$ cat src/rtl/two_to_four_decoder_sequencer.sv
// Buffered 2:4 decoder: accepts 2-bit codes through a 2-entry FIFO and plays each one
// out as a one-hot pulse HOLD_CYCLES long, followed by GAP_CYCLES low and one idle cycle.
module two_to_four_decoder_sequencer #(
  parameter int HOLD_CYCLES = 3,
  parameter int GAP_CYCLES  = 1
) (
  input  logic clk,
  input  logic reset,
  input  logic in0,
  input  logic in1,
  input  logic in_valid,
  output logic in_ready,
  output logic y0,
  output logic y1,
  output logic y2,
  output logic y3,
  output logic busy
);

  typedef enum logic [1:0] {
    IDLE  = 2'd0,
    DRIVE = 2'd1,
    GAP   = 2'd2
  } state_t;

  localparam logic [3:0] HOLD_LAST = 4'(HOLD_CYCLES - 1);
  localparam logic [3:0] GAP_LAST  = 4'(GAP_CYCLES - 1);

  state_t     state;
  logic [3:0] cnt;
  logic [3:0] y;

  logic [1:0] fifo_mem [2];
  logic       wr_ptr;
  logic       rd_ptr;
  logic [1:0] count;

  logic       push;
  logic       pop;
  logic [1:0] head_code;
  logic [3:0] head_onehot;

  // Readiness comes only from the registered count, so a full FIFO never takes a code
  // even on the cycle it is being popped.
  assign in_ready  = (count < 2'd2);
  assign push      = in_valid && in_ready;
  assign pop       = (state == IDLE) && (count != 2'd0);
  assign busy      = (state != IDLE) || (count != 2'd0);
  assign head_code = fifo_mem[rd_ptr];

  genvar gi;
  generate
    for (gi = 0; gi < 4; gi++) begin : g_decode
      assign head_onehot[gi] = (head_code == 2'(gi));
    end
  endgenerate

  assign y0 = y[0];
  assign y1 = y[1];
  assign y2 = y[2];
  assign y3 = y[3];

  // Storage carries no reset; validity is tracked entirely by count and the pointers.
  always_ff @(posedge clk) begin
    if (push) begin
      fifo_mem[wr_ptr] <= {in1, in0};
    end
  end

  always_ff @(posedge clk or posedge reset) begin
    if (reset) begin
      wr_ptr <= 1'b0;
      rd_ptr <= 1'b0;
      count  <= 2'd0;
    end else begin
      if (push) begin
        wr_ptr <= ~wr_ptr;
      end
      if (pop) begin
        rd_ptr <= ~rd_ptr;
      end
      case ({push, pop})
        2'b10:   count <= count + 2'd1;
        2'b01:   count <= count - 2'd1;
        default: count <= count;
      endcase
    end
  end

  always_ff @(posedge clk or posedge reset) begin
    if (reset) begin
      state <= IDLE;
      cnt   <= 4'd0;
      y     <= 4'd0;
    end else begin
      case (state)
        IDLE: begin
          if (count != 2'd0) begin
            y     <= head_onehot;
            cnt   <= 4'd0;
            state <= DRIVE;
          end
        end
        DRIVE: begin
          if (cnt == HOLD_LAST) begin
            y     <= 4'd0;
            cnt   <= 4'd0;
            state <= GAP;
          end else begin
            cnt <= cnt + 4'd1;
          end
        end
        GAP: begin
          if (cnt == GAP_LAST) begin
            cnt   <= 4'd0;
            state <= IDLE;
          end else begin
            cnt <= cnt + 4'd1;
          end
        end
        default: begin
          y     <= 4'd0;
          cnt   <= 4'd0;
          state <= IDLE;
        end
      endcase
    end
  end

endmodule
$ cat config.mk
export PLATFORM = sky130hd
export DESIGN_NAME = two_to_four_decoder_sequencer
export DESIGN_NICKNAME = d
export VERILOG_FILES = /design/src/rtl/two_to_four_decoder_sequencer.sv
export SDC_FILE = /design/constraint.sdc
export NUM_CORES = 1
export LEC_CHECK = 0
export ABC_AREA = 1
export CAP_MARGIN = 5
export CORE_MARGIN = 2
export CORE_UTILIZATION = 48
export DETAILED_ROUTE_END_ITERATION = 10
export PLACE_DENSITY_LB_ADDON = 0.12
export REMOVE_ABC_BUFFERS = 1
export SLEW_MARGIN = 20
export SYNTH_ARGS = -nofsm -noshare
export SYNTH_HDL_FRONTEND = slang
export SYNTH_SLANG_ARGS = --single-unit
$ cat constraint.sdc
create_clock -name clk -period 3.65 [get_ports clk]
set_input_delay 0.73 -clock clk [delete_from_list [all_inputs] [get_ports clk]]
set_output_delay 0.73 -clock clk [all_outputs]
set_load 0.05 [all_outputs]
==> impl_metrics.ini <==
[critical_path]
worstPathCellList = inv_1 -> ha_1 -> nand2_4 -> clkdlybuf4s50_1
arrival_ps = 1970
cp-startpoint = state[0]
cp.required_ps = 2920
cp_slowest_stage_delay_ps = 810
cp-start-kind = flop
slowest_stage = clkdlybuf4s50_1
worstPathMaxFanout = 7
end_kind = output port
crit_type = reg2out
r2r-start = state[0]

[layout]
syn_to_final_growth_pct = 16.37
diodes = 0
drive_above_1_share_pct = 11.02
finalNetCount = 140

[power_and_ir_drop]
peakVddDrop_v = 0.0005282
p_leak_nw = 0.6030
p_per_area_mw_per_mm2 = 801.8

[placement]
port_buffers = 10
dpl_worst_slack_ps = 1271
dp_hpwl_mm = 1.234
place.gp.congestion = 0.7747

[timing]
clock.fmax_mhz = 370.9
rsz0062_at_grt = no
maxSlewHeadroom_pct = 63.76
min_period_ps = 2696
worst_slew_pin_slew_ps = 543.0
period_share_pct = 73.86
hold_viol_final = 0
setup_tns_ps = 0
slew_viol_final = 0
clock_skew_ps = 2.108
hold_slack_ps = 482.6
finalSetupViolations = 0
layout_setup_ws_ps = 954.2

[floorplan]
die_h_um = 49.15
dieArea_mm2 = 0.002416
core_mm2 = 0.001942
rows = 16
start_util_pct = 50.39
ios = 11
die_x_um = 49.15

[route]
first_iter_violations = 8
firstDrtPassIters = 4
ant_nets = 0
num_vias = 705
avgViaCountPerCell = 4.578
drcViolationCount = 0
wl_mm = 1.540
avgRoutedWirePerCell_um = 10.00

[cts]
root_buffer = clkbuf_4
htreeDepth = 1
path_clk_slew_ps = 100
numCtsBuffers = 3
holdBufCountCts = 0
cts_setup_buffers = 0
insertion_delay_ps = 280
cts_buffer_depth = 2
ctsResizeCount = 0
cts_tree = done
clkSinkCount = 18

[global_route]
grt_start_max_net_pins = 15
grt_pass1_wl_mm = 2.628
grt_use_total_pct = 13.79
antenna_found_initial = 0
overflow = 0
grt_pass1_vias = 659

[synthesis]
yosysWarnings = 0
ys_ff_latch = 18
synth_area_leaders = dfrtp_1 (36%), nand2_1 (15%), edfxtp_1 (12%)
synth_top_area_share_pct = 35.81
yosysTopAreaCell = dfrtp_1
yosysSeqAreaShare_pct = 48.08
synthCells = 113
avgSynthCellArea_um2 = 8.659
syn_area_um2 = 978.4
yosys.cell_types.count = 18

[run_status]
status = complete, no violations

[min_path]
min-delay-start = y[3]
hold_class = reg2reg

[flow_run]
drv_cap = 0
==> Yosys cell counts <==
library cell,count
a21oi_1,1
dfrtp_1,14
edfxtp_1,4
ha_1,7
inv_1,14
inv_2,2
nand2_1,38
nand2_2,2
nand2_4,2
nand3_1,7
nand3_2,1
nand4_1,2
nor2_1,7
nor2_2,2
nor2_4,2
o21ai_0,3
xnor2_1,1
xor2_1,4
==> power by group <==
part / leakage, nW / total (W) / internal, W / switching (W)
registers: 0.218 / 0.000315 / 0.000268 / 0.0000471
clock network: 0.0154 / 0.0000982 / 0.0000396 / 0.0000586
logic: 0.370 / 0.000500 / 0.000175 / 0.000325
total: 0.603 / 0.000913 / 0.000483 / 0.000430
==> cell usage in the layout, fill, tap and decap left out, drive strengths merged, types with 2 or more instances in the layout <==
cell type,count
dfrtp,14
inv,16
nand2,42
nor2,11
clkbuf,3
nand4,2
edfxtp,4
nand3,8
o21ai,3
xor2,4
clkdlybuf4s50,10
ha,7
==> logic make-up (layout without fill, tap and decap cells) <==
kind of cell / count (synthesis) / count (layout) / share of synthesized area (%)
buffers and inverters: 16 / 30 / 6.138
DFF: 18 / 18 / 48.08
AOI/OAI and AO/OA: 4 / 4 / 2.045
and+or+nand+nor: 63 / 63 / 30.31
adders and majority gates: 7 / 7 / 8.951
xor gates and xnor gates: 5 / 5 / 4.475
==> final cells by class <==
| type | instances | area (um^2) |
|---|---|---|
| flip-flops and latches | 18 | 470.5 |
| repair buffers | 10 | 100.1 |
| fillers | 193 | 803.3 |
| multi-input cells | 79 | 447.9 |
| clock inverters | 1 | 3.754 |
| inverters | 16 | 60.06 |
| well taps | 27 | 33.78 |
| clock buffers | 3 | 22.52 |
==> critical path, delay by kind of cell (launching register included) <==
kind	cells	cell delay, ps
adders and majority gates	1	260
and+or+nand+nor	1	150
DFF	1	390
buffers and inverters	2	880
==> state kept, by name, summed over array words and instances (netlist names) <==
| signal | cells |
|---|---|
| y | 4 |
| rd_ptr | 1 |
| state | 2 |
| wr_ptr | 1 |
| count | 2 |
| cnt | 4 |
| fifo_mem | 4 |
==> final timing paths <==
| check | to | cells after the start | slack [ps] |
|---|---|---|---|
| hold reg to reg | y[3] | 2 | 480 |
| min in group asynchronous | count[1] | 2 | 780 |
| setup / recovery | busy | 4 | 950 |
| hold / removal | y[3] | 2 | 480 |
| max in group asynchronous | y[3] | 2 | 2520 |
| setup reg to reg | count[1] | 8 | 1850 |
==> per-layer routing <==
metal  track usage (%)  wire (um)  up-vias
li1                  -          -      378
met1             19.56        778      315
met2             23.20        708       12
met3             1.840         53        0
met4             1.429          0        0
met5                 0          0        -
==> through the flow <==
stage          cells   power, W  util [%]  area [um^2]
6_report         154  0.0009129     58.63         1139
2_1_floorplan    113  0.0007022         -        978.4
4_1_cts          154  0.0009231     58.63         1139
3_3_place_gp     150  0.0008056     57.28         1112
3_5_place_dp     150  0.0008199     57.28         1112
5_1_grt          154  0.0009930     58.63         1139
Power figures use the tool's default switching activity.
